===== src/rtl/m_mem_ctrl_if.sv =====
// m_mem_ctrl_if: single-port data-memory bus with req/gnt/rvalid handshake
//   req/we/addr/be/wdata : request side, driven by the controller (master)
//   gnt/rvalid/rdata     : response side, driven by the memory (slave)
interface m_mem_ctrl_if;
    logic        req;
    logic        we;
    logic [31:0] addr;
    logic [3:0]  be;
    logic [31:0] wdata;
    logic        gnt;
    logic        rvalid;
    logic [31:0] rdata;
    modport master (output req, we, addr, be, wdata, input gnt, rvalid, rdata);
    modport slave (input req, we, addr, be, wdata, output gnt, rvalid, rdata);
endinterface


===== src/rtl/m_mem_ctrl.sv =====
// m_mem_ctrl: M-stage load/store controller driving a req/gnt/rvalid data-memory bus
//   clk, reset (async, active high)
//   MemRead/MemWrite/MemSize/MemAddr/MemWData : M-stage request, held stable while stall=1
//   stall       : freezes F/D/E/M until the transaction completes
//   bus         : memory bus (master side)
//   DEin/DEaddr : raw loaded word and its address low bits for the load-data extender
//   rdata_valid : one-cycle pulse when DEin has been updated
//   exc_AdEL/exc_AdES : misaligned load/store, only when M_ALIGN_CHK_EN is defined
module m_mem_ctrl (
    input  logic               clk,
    input  logic               reset,
    input  logic               MemRead,
    input  logic               MemWrite,
    input  logic [1:0]         MemSize,
    input  logic [31:0]        MemAddr,
    input  logic [31:0]        MemWData,
    output logic               stall,
    m_mem_ctrl_if.master       bus,
    output logic [31:0]        DEin,
    output logic [1:0]         DEaddr,
    output logic               rdata_valid,
    output logic               exc_AdEL,
    output logic               exc_AdES
);
    typedef enum logic [1:0] {IDLE, REQ, WAIT, DONE} state_t;
    state_t state;
    logic idle, misaligned, go;
    logic [3:0] be;
    logic [31:0] wdata;
    always_comb begin
        idle = state == IDLE;
`ifdef M_ALIGN_CHK_EN
        misaligned = MemSize == 2'b01 ? MemAddr[0] :
                     MemSize == 2'b10 ? 1'b0 : |MemAddr[1:0];
        exc_AdEL = idle & MemRead & misaligned;
        exc_AdES = idle & MemWrite & ~MemRead & misaligned;
`else
        misaligned = 1'b0;
        exc_AdEL = 1'b0;
        exc_AdES = 1'b0;
`endif
        go = idle & (MemRead | MemWrite) & ~misaligned;
        stall = go | state == REQ | state == WAIT;
        be = MemSize == 2'b01 ? (MemAddr[1] ? 4'b1100 : 4'b0011) :
             MemSize == 2'b10 ? 4'b0001 << MemAddr[1:0] : 4'b1111;
        wdata = MemSize == 2'b01 ? {2{MemWData[15:0]}} :
                MemSize == 2'b10 ? {4{MemWData[7:0]}} : MemWData;
    end
    always_ff @(posedge clk or posedge reset) begin
        if (reset) begin
            state <= IDLE;
            bus.req <= 1'b0;
            bus.we <= 1'b0;
            bus.addr <= 32'h0;
            bus.be <= 4'h0;
            bus.wdata <= 32'h0;
            DEin <= 32'h0;
            DEaddr <= 2'b00;
            rdata_valid <= 1'b0;
        end else begin
            case (state)
                IDLE: if (go) begin
                    // a simultaneous load and store is issued as the load
                    bus.we <= ~MemRead;
                    bus.addr <= {MemAddr[31:2], 2'b00};
                    bus.be <= be;
                    bus.wdata <= wdata;
                    bus.req <= 1'b1;
                    if (MemRead) DEaddr <= MemAddr[1:0];
                    state <= REQ;
                end
                REQ: if (bus.gnt) begin
                    bus.req <= 1'b0;
                    state <= bus.we ? DONE : WAIT;
                end
                WAIT: if (bus.rvalid) begin
                    DEin <= bus.rdata;
                    rdata_valid <= 1'b1;
                    state <= DONE;
                end
                DONE: begin
                    rdata_valid <= 1'b0;
                    state <= IDLE;
                end
                default: state <= IDLE;
            endcase
        end
    end
endmodule


===== src/flat_wrapper.sv =====
// flat-port wrapper written by rule: the top's interface ports become plain ports
module m_mem_ctrl_flat 
  (clk, reset, MemRead, MemWrite, MemSize, MemAddr, MemWData, stall, DEin, DEaddr, rdata_valid, exc_AdEL, exc_AdES, bus_req, bus_we, bus_addr, bus_be, bus_wdata, bus_gnt, bus_rvalid, bus_rdata);
  m_mem_ctrl_if bus_i ();
  input  logic clk;
  input  logic reset;
  input  logic MemRead;
  input  logic MemWrite;
  input  logic [1:0] MemSize;
  input  logic [31:0] MemAddr;
  input  logic [31:0] MemWData;
  output logic stall;
  output logic [31:0] DEin;
  output logic [1:0] DEaddr;
  output logic rdata_valid;
  output logic exc_AdEL;
  output logic exc_AdES;
  output wire logic [$bits(bus_i.req)-1:0] bus_req;
  output wire logic [$bits(bus_i.we)-1:0] bus_we;
  output wire logic [$bits(bus_i.addr)-1:0] bus_addr;
  output wire logic [$bits(bus_i.be)-1:0] bus_be;
  output wire logic [$bits(bus_i.wdata)-1:0] bus_wdata;
  input wire logic [$bits(bus_i.gnt)-1:0] bus_gnt;
  input wire logic [$bits(bus_i.rvalid)-1:0] bus_rvalid;
  input wire logic [$bits(bus_i.rdata)-1:0] bus_rdata;
  assign bus_req = bus_i.req;
  assign bus_we = bus_i.we;
  assign bus_addr = bus_i.addr;
  assign bus_be = bus_i.be;
  assign bus_wdata = bus_i.wdata;
  assign bus_i.gnt = bus_gnt;
  assign bus_i.rvalid = bus_rvalid;
  assign bus_i.rdata = bus_rdata;
  m_mem_ctrl u_core (.clk(clk), .reset(reset), .MemRead(MemRead), .MemWrite(MemWrite), .MemSize(MemSize), .MemAddr(MemAddr), .MemWData(MemWData), .stall(stall), .bus(bus_i), .DEin(DEin), .DEaddr(DEaddr), .rdata_valid(rdata_valid), .exc_AdEL(exc_AdEL), .exc_AdES(exc_AdES));
endmodule

===== config.mk =====
export PLATFORM = sky130hd
export DESIGN_NAME = m_mem_ctrl_flat
export DESIGN_NICKNAME = d
export VERILOG_FILES = /design/src/rtl/m_mem_ctrl_if.sv /design/src/rtl/m_mem_ctrl.sv /design/src/flat_wrapper.sv
export SDC_FILE = /design/constraint.sdc
export NUM_CORES = 1
export LEC_CHECK = 0
export BUFFER_PORTS_ARGS = -buffer_cell sky130_fd_sc_hd__buf_4
export CORE_MARGIN = 5
export CORE_UTILIZATION = 35
export CTS_CLUSTER_SIZE = 8
export DETAILED_ROUTE_END_ITERATION = 16
export SLEW_MARGIN = 5
export SYNTH_ARGS = -nofsm -noshare
export SYNTH_HDL_FRONTEND = slang
export SYNTH_SLANG_ARGS = --single-unit

===== constraint.sdc =====
create_clock -name clk -period 4.4 [get_ports clk]
set_input_delay 0.66 -clock clk [delete_from_list [all_inputs] [get_ports clk]]
set_output_delay 0.66 -clock clk [all_outputs]
set_load 0.05 [all_outputs]

Word-level counts from Yosys, hierarchy flattened --
Index checks and enable logic that the tools add are counted. W data, S select, Z words.
Storage, ports and cells: flip-flop bits (word level) 105, logic and storage cells 47
Operators by class: equality and inequality tests 8, shifts and indexed selects 1, muxes and demuxes 15, bitwise logic cells 5, reduce and logical (&&, ||, !) cells 9
Operators with widths (number):
- $mux W32 | 2
- $mux W4 | 3
- $reduce_and A3 Y1 | 3
- $pmux W2 S4 | 1
- $eq A2 B2 Y1 const B | 3
- $mux W2 | 3
- $ne A2 B2 Y1 const B | 3
- $reduce_and A2 Y1 | 3
- $eq A2 B1 Y1 const B | 2
- $mux W1 | 4
- $pmux W1 S2 | 2
- $reduce_bool A2 Y1 | 2
- $shl A1 B2 Y4 const A | 1
- $or A1 B1 Y1 | 3
- $logic_not A2 Y1 | 1
- $and A1 B1 Y1 | 1
- $not A1 Y1 | 1

Longest topological paths before layout --
Gate-level depths: netlist (run 1).
depth in word-level cells 4, gate-level depth with buffers 8, gate-level depth less buffers 5

Worst setup path after synthesis (run 1) --
No wires, ideal clock.
kind input-to-output, from input port MemRead, to output port stall, arrival time 1.643 ns, required time 3.740 ns, path slack 2.097 ns, cell stages on the path 4, path buffers 2, path through buf_2 -> o21a_1 -> buf_4 -> or3_1
On the way: cells in the longest elaborated chain, start to end 4
Ends and longest elaborated chain:
- start: declaration | line flat_wrapper.sv:7 | input logic MemRead;
- $or A1 B1 Y1 | line m_mem_ctrl.sv:42 | go = idle & (MemRead | MemWrite) & ~misaligned;
- $and A1 B1 Y1 | line m_mem_ctrl.sv:42
- $or A1 B1 Y1 (2 in a row) | line m_mem_ctrl.sv:43 | stall = go | state == REQ | state == WAIT;
- end: declaration | line flat_wrapper.sv:12 | output logic stall;
Every way passes these cells.

Worst setup path after layout (run 1) --
from register u_core.state[0], to output port stall
On the way: cells in the longest elaborated chain, start to end 4
Ends and longest elaborated chain:
- start: declaration | line m_mem_ctrl.sv:26 | state_t state;
- start signal: assignment | line m_mem_ctrl.sv:74 | state <= bus.we ? DONE : WAIT;
- $logic_not A2 Y1 | line m_mem_ctrl.sv:31 | idle = state == IDLE;
- $and A1 B1 Y1 | line m_mem_ctrl.sv:42
- $or A1 B1 Y1 | line m_mem_ctrl.sv:43
- $or A1 B1 Y1 (*) | line m_mem_ctrl.sv:43
Every way passes the cells marked *; elsewhere a longest branch is shown, timed or not.

==> flow_metrics.env, run 1 <==
export IMPL_io_pins=212
export IMPL_drtAntennaViolNets=0
export IMPL_worst_slack_ps=1890
export IMPL_hold_violations=0
export IMPL_synth_compound_area_share=0.0680
export IMPL_first_iter_violations=139
export IMPL_yosysUniqueCellTypes=31
export IMPL_start_util=0.357
export IMPL_combPwrFrac=0.575
export IMPL_p_sw_frac=0.500
export IMPL_via_count=3640
export IMPL_synth_top_area_cell="dfrtp_1"
export IMPL_net_switching_power_w=0.00304
export IMPL_p_int_w=0.00303
export IMPL_synthAdderAreaFrac=0.0111
export IMPL_synth_cells=413
export IMPL_critPathRequiredTime_ps=3740
export IMPL_layout_cells_non_filler=790
export IMPL_finalWirelength_um=12400
export IMPL_cts_max_level=3
export IMPL_synth_async_reset_ratio=1.00
export IMPL_tightest_slew_ps=1170
export IMPL_hold_buffers=0
export IMPL_routedWlPerCell_um=15.6
export IMPL_hpwl_um=9320
export IMPL_cts_sinks=105
export IMPL_synth_ff_latch_count=105
export IMPL_track_usage=0.160
export IMPL_timing_fmax_ghz=0.399
export IMPL_whs_ps=480
export IMPL_port_buffers=207
export IMPL_nFillCells=1182
export IMPL_power_density_mw_per_mm2=936
export IMPL_setup_tns_ps=0
export IMPL_synthTopCellsByArea="dfrtp_1, nand2_1, mux2_2"
export IMPL_antenna_cells=0
export IMPL_grt_start_max_net_pins=77
export IMPL_start_kind="flop"
export IMPL_hp_class="reg2reg"
export IMPL_finalPower_w=0.00607
export IMPL_die_width_um=124
export IMPL_avgViaCountPerCell=4.61
export IMPL_row_count=41
export IMPL_setup_violations=0
export IMPL_first_pass_iters=4
export IMPL_slew_violations=0
export IMPL_ys_seq_area_frac=0.581
export IMPL_synthSimpleGateAreaFrac=0.135
export IMPL_avgSynthCellArea_um2=11.0
export IMPL_netlist_area_mm2=0.00453
export IMPL_crit_fanout=10
export IMPL_antenna_found_initial=0
export IMPL_fin_nets=721
export IMPL_clock_tree_root_cell="clkbuf_16"
export IMPL_die_h_um=124
export IMPL_seqPwrFrac=0.281
export IMPL_vdd_drop_max_v=0.000456
export IMPL_max_slew_margin=0.216
export IMPL_insertion_delay_ps=340
export IMPL_drc=0
export IMPL_skew_ps=5.99
export IMPL_synth_xor_area_share=0.00608
export IMPL_arrival_ps=1850
export IMPL_synthMuxAreaShare=0.153
export IMPL_dieArea_mm2=0.0153
export IMPL_clockBufferDepth=2
export IMPL_yosys_warnings=0
export IMPL_clk_pin_slew_worst_paths_ps=70
export IMPL_core_mm2=0.0127
export IMPL_cts_tree="done"
export IMPL_grt_pass1_vias=3776
export IMPL_synth_edff_count=0
export IMPL_cts_resized=0
export IMPL_synth_top_family_by_area="multiplexers"
export IMPL_max_cap_violations=0
export IMPL_critPathKind="reg2out"
export IMPL_ys_flop_type="dfrtp_1"
export IMPL_synth_top_area_share=0.581
export IMPL_drive_gt1_frac=0.427
export IMPL_period_share=0.569
export IMPL_area_growth_pct=43.3
export IMPL_gp_congestion=0.820
export IMPL_fin_crit_ps=2510
export IMPL_status="finished clean"
export IMPL_pwr_share_clk=0.144
export IMPL_total_leakage_power_nw=3.40
export IMPL_cts_buffers=9
export IMPL_grt_first_pass_wirelength_um=19000
export IMPL_post_cts_buffers=0
export IMPL_cp_end_kind="primary output"
export IMPL_dp_cells=774
export IMPL_rsz0062_at_grt="false"
export IMPL_grt_overflow=0
export IMPL_detailedPlace_worstSlack_ps=2010
==> power groups by stage <==
| stage | clock, W | combinational, W | sequential (W) |
|---|---|---|---|
| final | 0.000873 | 0.00349 | 0.00171 |
| after global routing | 0.000935 | 0.00370 | 0.00177 |
| after CTS | 0.000895 | 0.00354 | 0.00171 |
| after detailed placement | 0 | 0.00354 | 0.00172 |
| after global placement | 0 | 0.00349 | 0.00170 |
| after floorplan | 0 | 0.000852 | 0.00331 |
==> state kept, by name, indices dropped and copies added (netlist names) <==
register,flops
u_core.DEin,32
u_core.bus.be,4
u_core.rdata_valid,1
u_core.bus.wdata,32
u_core.bus.we,1
u_core.state,2
u_core.bus.addr,30
u_core.bus.req,1
u_core.DEaddr,2
==> logic make-up (layout without fill, tap and decap cells) <==
kind of cell,Yosys count,after routing
compound gates,48,48
xor+xnor,1,1
fa+ha+maj,4,4
buf+inv,32,234
flops,105,105
mux,65,65
other cells,1,4
simple gates,157,157
==> layer usage <==
layer	vias up	routed length, µm	track usage
li1	1758	-	-
met1	1754	4980	0.197
met2	117	6260	0.270
met3	11	952	0.0450
met4	0	172	0.0561
met5	-	0	0
==> critical path, cell delays in order (launching register included) <==
cell,delay [ps]
dfrtp_1,380
inv_1,100
ha_1,340
o21a_2,180
or3_1,300
buf_4,200
==> cells in the mapped netlist, types with 6 or more instances <==
library cell	instances
nor2_1	6
o21ai_0	10
mux2_2	33
buf_2	11
a21oi_1	6
o221ai_1	8
o21ai_1	16
inv_1	7
mux2i_1	32
buf_4	9
nand2_1	145
dfrtp_1	105
==> area by class of cell <==
| type | count | area, µm² | share of cell area |
|---|---|---|---|
| inverter | 7 | 28.8 | 0.00444 |
| sequential | 105 | 2630 | 0.405 |
| timing repair buffer | 211 | 1580 | 0.244 |
| multi-input combinational | 279 | 1710 | 0.263 |
| clock inverter | 2 | 60.1 | 0.00926 |
| tap | 172 | 215 | 0.0332 |
| clock buffer | 14 | 264 | 0.0407 |
==> placed cells by master, fill, tap and decap left out, types with 2 or more instances in the layout <==
master	count
a21oi_1	6
buf_4	211
bufinv_16	2
clkbuf_1	3
clkbuf_16	9
clkbuf_8	2
conb_1	4
dfrtp_1	105
ha_1	4
inv_1	6
mux2_2	33
mux2i_1	32
nand2_1	144
nor2_1	6
o211ai_1	2
o21ai_0	10
o21ai_1	16
o221ai_1	8
==> worst paths after layout <==
kind	from	end	slack [ps]	cells past startpoint
worst min register to register	u_core.bus.addr[20]$_DFFE_PP0P_	u_core.bus.addr[20]$_DFFE_PP0P_	480	2
worst min-delay path	u_core.bus.addr[20]$_DFFE_PP0P_	u_core.bus.addr[20]$_DFFE_PP0P_	480	2
worst max-delay path	u_core.state[0]$_DFFE_PP0P_	stall	1890	5
min in group asynchronous	reset	u_core.DEin[4]$_DFFE_PP0P_	540	2
max in group asynchronous	reset	u_core.DEin[29]$_DFFE_PP0P_	2900	3
worst max register to register	u_core.state[0]$_DFFE_PP0P_	u_core.bus.wdata[31]$_DFFE_PP0P_	2360	6
==> per-stage QoR <==
step	utilization	cell area, µm²
detailed placement	0.486	6160
CTS	0.512	6480
finish	0.512	6480
global placement	0.486	6160
global route	0.512	6480
floorplan	-	4540
Power figures use the tool's default switching activity.
==> run 2, diff against run 1 <==
--- a/config.mk
+++ b/config.mk
@@ -5,6 +5,7 @@
 export SDC_FILE = /design/constraint.sdc
 export NUM_CORES = 1
 export LEC_CHECK = 0
+export ABC_AREA = 1
 export BUFFER_PORTS_ARGS = -buffer_cell sky130_fd_sc_hd__buf_4
 export CORE_MARGIN = 5
 export CORE_UTILIZATION = 35
==> constraint.sdc (replaced) <==
create_clock -name clk -period 2.4 [get_ports clk]
set_input_delay 0.36 -clock clk [delete_from_list [all_inputs] [get_ports clk]]
set_output_delay 0.36 -clock clk [all_outputs]
set_load 0.05 [all_outputs]
==> run 2 against run 1 <==
Compared with the run above: total power rose by 82%; clock power rose by 73%; die area grew 0.20%; worst hold slack worse by 460 ps; critical endpoint unchanged; largest cell class unchanged.
==> flow_metrics.env, run 2 <==
export IMPL_status="finished clean"
export IMPL_timing_fmax_ghz=0.503
export IMPL_wl_met2_um=5980
export IMPL_drive_gt1_frac=0.322
export IMPL_finalWirelength_um=13000
export IMPL_synth_top_area_share=0.579
export IMPL_top_regs="u_core.DEin (32), u_core.bus.wdata (32), u_core.bus.addr (30)"
export IMPL_power_density_mw_per_mm2=1680
export IMPL_dieArea_mm2=0.0153
export IMPL_arrival_ps=1630
export IMPL_via_count=4135
export IMPL_cts_buffers=9
export IMPL_cts_max_level=3
export IMPL_vdd_drop_max_v=0.00100
export IMPL_fin_nets=849
export IMPL_ys_seq_area_frac=0.579
export IMPL_drtAntennaViolNets=0
export IMPL_insertion_delay_ps=350
export IMPL_slew_violations=0
export IMPL_wl_met1_um=5400
export IMPL_yosysUniqueCellTypes=22
export IMPL_first_pass_iters=5
export IMPL_synth_most_common_cell="nand2_1"
export IMPL_antenna_found_initial=0
export IMPL_avgViaCountPerCell=4.50
export IMPL_final_core_util=0.518
export IMPL_drc=0
export IMPL_highest_layer="met4"
export IMPL_gp_congestion=0.838
export IMPL_io_pins=212
export IMPL_ys_flop_type="dfrtp_1"
export IMPL_cts_resized=0
export IMPL_clock_tree_root_cell="clkbuf_16"
export IMPL_max_cap_violations=0
export IMPL_synth_commonest_cells="nand2_1, dfrtp_1, nand3_1"
export IMPL_post_cts_buffers=0
export IMPL_critPathKind="reg2out"
export IMPL_start_util=0.358
export IMPL_core_mm2=0.0127
export IMPL_row_count=41
export IMPL_cts_tree="done"
export IMPL_synth_edff_count=0
export IMPL_port_buffers=207
export IMPL_yosys_warnings=0
export IMPL_layout_common_cells="nand2_1, buf_4, dfrtp_1, nand3_1, nor2_1"
export IMPL_period_share=0.828
export IMPL_clk_pin_slew_worst_paths_ps=80
export IMPL_grt_pass1_vias=4138
export IMPL_clockBufferDepth=2
export IMPL_die_h_um=124
export IMPL_synth_async_reset_ratio=1.00
export IMPL_rsz0062_at_grt="false"
export IMPL_first_iter_violations=283
export IMPL_r2r_slack_ps=690
export IMPL_setup_tns_ps=0
export IMPL_routedWlPerCell_um=14.2
export IMPL_critPathRequiredTime_ps=2040
export IMPL_final_common_cell="nand2_1"
export IMPL_synth_cells=542
export IMPL_netlist_area_mm2=0.00454
export IMPL_track_usage=0.168
export IMPL_cts_sinks=105
export IMPL_crit_fanout=5
export IMPL_avgSynthCellArea_um2=8.37
export IMPL_die_width_um=124
export IMPL_hold_buffers=0
export IMPL_cp_end_kind="primary output"
export IMPL_antenna_cells=0
export IMPL_total_leakage_power_nw=3.60
export IMPL_grt_start_max_net_pins=78
export IMPL_fin_crit_ps=1990
export IMPL_hp_class="in2async"
export IMPL_setup_violations=0
export IMPL_area_growth_pct=44.7
export IMPL_hpwl_um=9650
export IMPL_synth_top_area_cell="dfrtp_1"
export IMPL_hold_violations=0
export IMPL_met3WireLength_um=1460
export IMPL_grt_overflow=0
export IMPL_synthTopCellsByArea="dfrtp_1, nand2_1, nand3_1"
export IMPL_synth_ff_latch_count=105
export IMPL_skew_ps=10.0
export IMPL_start_kind="flop"
export IMPL_grt_first_pass_wirelength_um=20300
## run 2: cell count changes after synthesis, moves of 4 or more
cell,delta
nor2_1,+28
nand3_1,+46
o21a_1,+8
mux2i_1,-32
o21ai_0,+5
clkbuf_1,+7
inv_1,+18
o21ai_1,-15
nand2_1,+109
a21oi_1,-6
nand3b_1,+8
mux2_2,-33
inv_2,+4
o221ai_1,-8
## run 2: path summary, 6_finish.rpt
kind / endpoint / from / depth (start not counted)
worst min register to register: u_core.bus.addr[31]$_DFFE_PP0P_ / u_core.bus.addr[31]$_DFFE_PP0P_ / 2
min in group clk: u_core.bus.addr[13]$_DFFE_PP0P_ / MemAddr[13] / 3
worst min-delay path: u_core.bus.wdata[30]$_DFFE_PP0P_ / reset / 2
worst max-delay path: stall / u_core.state[0]$_DFFE_PP0P_ / 7
max in group asynchronous: u_core.bus.addr[8]$_DFFE_PP0P_ / reset / 3
worst max register to register: u_core.bus.wdata[30]$_DFFE_PP0P_ / u_core.state[0]$_DFFE_PP0P_ / 8
## run 2: layout make-up
type,instances,area [µm²]
clock buffer,10,239
clock inverter,6,66.3
fill,1229,6110
inverter,30,119
multi-input combinational,382,1650
sequential,105,2630
tap,172,215
timing repair buffer,213,1650
## run 2: worst max-delay path: stages, from the launching register on
cell and delay, ps:
dfrtp_1 430, inv_1 120, ha_1 230, inv_2 60
nor2_4 140, inv_2 60, nand2_1 60, buf_4 190
## run 2: metal layers
| metal | vias to the layer above | track usage |
|---|---|---|
| met5 | - | 0 |
| met4 | 0 | 0.0616 |
| met3 | 16 | 0.0604 |
| met2 | 161 | 0.265 |
| met1 | 1892 | 0.212 |
| li1 | 2066 | - |
## run 2: cell families (layout without fill, tap and decap cells)
logic type	count (synthesis)	in the layout	synth area share
and+or+nand+nor	348	348	0.315
AOI/OAI and AO/OA	26	26	0.0342
DFF	105	105	0.579
buffers and inverters	58	259	0.0596
other	1	4	0.000827
adders and majority gates	4	4	0.0110
## run 2: stage by stage
stage / setup slack, ps / std cells / hold slack (ps) / area [µm²] / power, W
after floorplan: 531 / 545 / 470 / 4550 / 0.00756
after global placement: 759 / 902 / 395 / 6260 / 0.00956
after detailed placement: 683 / 902 / 399 / 6260 / 0.00965
after CTS: 379 / 918 / 22.0 / 6570 / 0.0112
after global routing: 278 / 918 / 48.2 / 6570 / 0.0117
final: 412 / 918 / 18.8 / 6570 / 0.0111
## run 2: report_power, final
group | internal (W) | switching (W)
clock | 0.000840 | 0.000668
combinational | 0.00184 | 0.00457
sequential | 0.00264 | 0.000507
==> run 3, diff against run 2 <==
--- a/config.mk
+++ b/config.mk
@@ -11,6 +11,7 @@
 export CORE_UTILIZATION = 35
 export CTS_CLUSTER_SIZE = 8
 export DETAILED_ROUTE_END_ITERATION = 16
+export PLACE_DENSITY = 0.65
 export SLEW_MARGIN = 5
 export SYNTH_ARGS = -nofsm -noshare
 export SYNTH_HDL_FRONTEND = slang
==> constraint.sdc (replaced) <==
create_clock -name clk -period 1.6 [get_ports clk]
set_input_delay 0.24 -clock clk [delete_from_list [all_inputs] [get_ports clk]]
set_output_delay 0.24 -clock clk [all_outputs]
set_load 0.05 [all_outputs]
==> run 3 against run 2 <==
Compared with the run above: the run now ends with setup timing left; total power up 55%; global-route usage up 0.94 points; combinational power up 61%; critical endpoint unchanged; die area unchanged; register-to-register slack worse by 610 ps; wire length up 5.4%; first-iteration DRC count up 3.5%; worst hold slack better by 40 ps.
==> flow_metrics.env, run 3 (synthesis gave the netlist of run 2 again) <==
export IMPL_worst_slack_ps=-29.2
export IMPL_insertion_delay_ps=340
export IMPL_row_count=41
export IMPL_cp_end_kind="primary output"
export IMPL_die_width_um=124
export IMPL_violations="setup timing"
export IMPL_layout_cells_non_filler=930
export IMPL_total_leakage_power_nw=3.68
export IMPL_critPathRequiredTime_ps=1360
export IMPL_grt_pass1_vias=4090
export IMPL_dp_cells=905
export IMPL_clock_tree_root_cell="clkbuf_16"
export IMPL_status="finished, violations left"
export IMPL_drtAntennaViolNets=0
export IMPL_power_density_mw_per_mm2=2540
export IMPL_critPathKind="reg2out"
export IMPL_max_cap_violations=0
export IMPL_io_pins=212
export IMPL_nFillCells=1162
export IMPL_dieArea_mm2=0.0153
export IMPL_grt_overflow=0
export IMPL_drc=0
export IMPL_start_kind="flop"
export IMPL_gp_congestion=0.846
export IMPL_final_common_cell="nand2_1"
export IMPL_arrival_ps=1390
export IMPL_routedWlPerCell_um=14.8
export IMPL_start_util=0.358
export IMPL_hold_buffers=0
export IMPL_fin_crit_ps=1630
export IMPL_core_mm2=0.0127
export IMPL_slew_violations=0
export IMPL_cts_max_level=3
export IMPL_clockBufferDepth=2
export IMPL_cts_buffers=9
export IMPL_max_slew_margin=0.626
export IMPL_timing_fmax_ghz=0.614
export IMPL_die_h_um=124
export IMPL_vdd_drop_max_v=0.00118
export IMPL_first_iter_violations=293
export IMPL_antenna_found_initial=0
export IMPL_tightest_slew_ps=561
export IMPL_clk_pin_slew_worst_paths_ps=70
export IMPL_finalWirelength_um=13700
export IMPL_avgViaCountPerCell=4.55
export IMPL_grt_first_pass_wirelength_um=21000
export IMPL_hpwl_um=9810
export IMPL_port_buffers=207
export IMPL_period_share=1.02
export IMPL_crit_fanout=3
export IMPL_track_usage=0.177
export IMPL_cts_tree="done"
export IMPL_area_growth_pct=48.9
export IMPL_setup_violations=1
export IMPL_top_regs="u_core.DEin (32), u_core.bus.wdata (32), u_core.bus.addr (30)"
export IMPL_via_count=4233
export IMPL_antenna_cells=0
export IMPL_hp_class="in2async"
export IMPL_first_pass_iters=5
export IMPL_skew_ps=7.57
export IMPL_drive_gt1_frac=0.338
export IMPL_rsz0062_at_grt="true"
export IMPL_whs_ps=58.6
export IMPL_layout_common_cells="nand2_1, buf_4, dfrtp_1, nand3_1, nor2_1"
export IMPL_cts_sinks=105
export IMPL_hold_violations=0
export IMPL_grt_start_max_net_pins=106
export IMPL_fin_nets=861
-- run 3: cell types whose count changed in the layout (fill, tap and decap cells not counted), moves of 2 or more --
cell / previous run / this run
clkbuf_1: 0 / 3
ha_4: 0 / 3
ha_1: 4 / 1
inv_1: 24 / 22
inv_4: 1 / 3
buf_4: 209 / 217
clkinvlp_4: 4 / 1
buf_16: 0 / 2
-- run 3: area by class of cell --
cell class	instances	area, µm²	share of cell area
timing repair buffer	225	1800	0.266
multi-input combinational	382	1700	0.252
sequential	105	2630	0.389
clock buffer	13	250	0.0371
tap	172	215	0.0319
inverter	30	124	0.0183
clock inverter	3	40.0	0.00593
-- run 3: path summary, 6_finish.rpt --
kind	startpoint	endpoint	slack, ps	cells past startpoint
min in group clk	bus_rdata[4]	u_core.DEin[4]$_DFFE_PP0P_	90	3
max reg2reg	u_core.state[0]$_DFFE_PP0P_	u_core.bus.wdata[29]$_DFFE_PP0P_	80	9
min reg2reg	u_core.bus.addr[28]$_DFFE_PP0P_	u_core.bus.addr[28]$_DFFE_PP0P_	470	2
max	u_core.state[0]$_DFFE_PP0P_	stall	-30	6
min	reset	u_core.DEin[12]$_DFFE_PP0P_	60	3
max in group asynchronous	reset	u_core.bus.wdata[22]$_DFFE_PP0P_	1130	3
-- run 3: where the power goes --
group | switching (W) | internal [W]
Clock | 0.000925 | 0.00125
Combinational | 0.00711 | 0.00316
Sequential | 0.000754 | 0.00396
Total | 0.00879 | 0.00838
-- run 3: repair_timing --
item	CTS	global route
resized for setup	10	7
gates cloned	1	1
pin swaps	2	4
setup buffers	3	4
endpoints found under the setup margin	6	57
-- run 3: routing by layer --
metal,share of wire,GRT usage,vias up
met5,0,0,-
li1,-,-,2093
met3,0.098,0.0477,13
met2,0.47,0.285,175
met4,0.012,0.0581,0
met1,0.42,0.233,1952
-- run 3: per-stage QoR --
stage	total power (W)	setup slack (ps)	utilization	setup TNS [ps]	instance area (µm²)
detailed placement	0.0146	-19.4	0.496	-63.1	6290
finish	0.0172	-29.2	0.533	-29.2	6750
CTS	0.0171	-76.0	0.526	-76.0	6670
floorplan	0.0114	67.1	-	0	4560
global route	0.0182	-101	0.533	-322	6750
global placement	0.0144	62.1	0.496	0	6290
-- run 3: critical path: stages, from the launching register on --
cell	delay (ps)
dfrtp_1	370
inv_2	60
buf_4	150
ha_4	170
nor2_4	100
nand2_4	60
buf_8	140
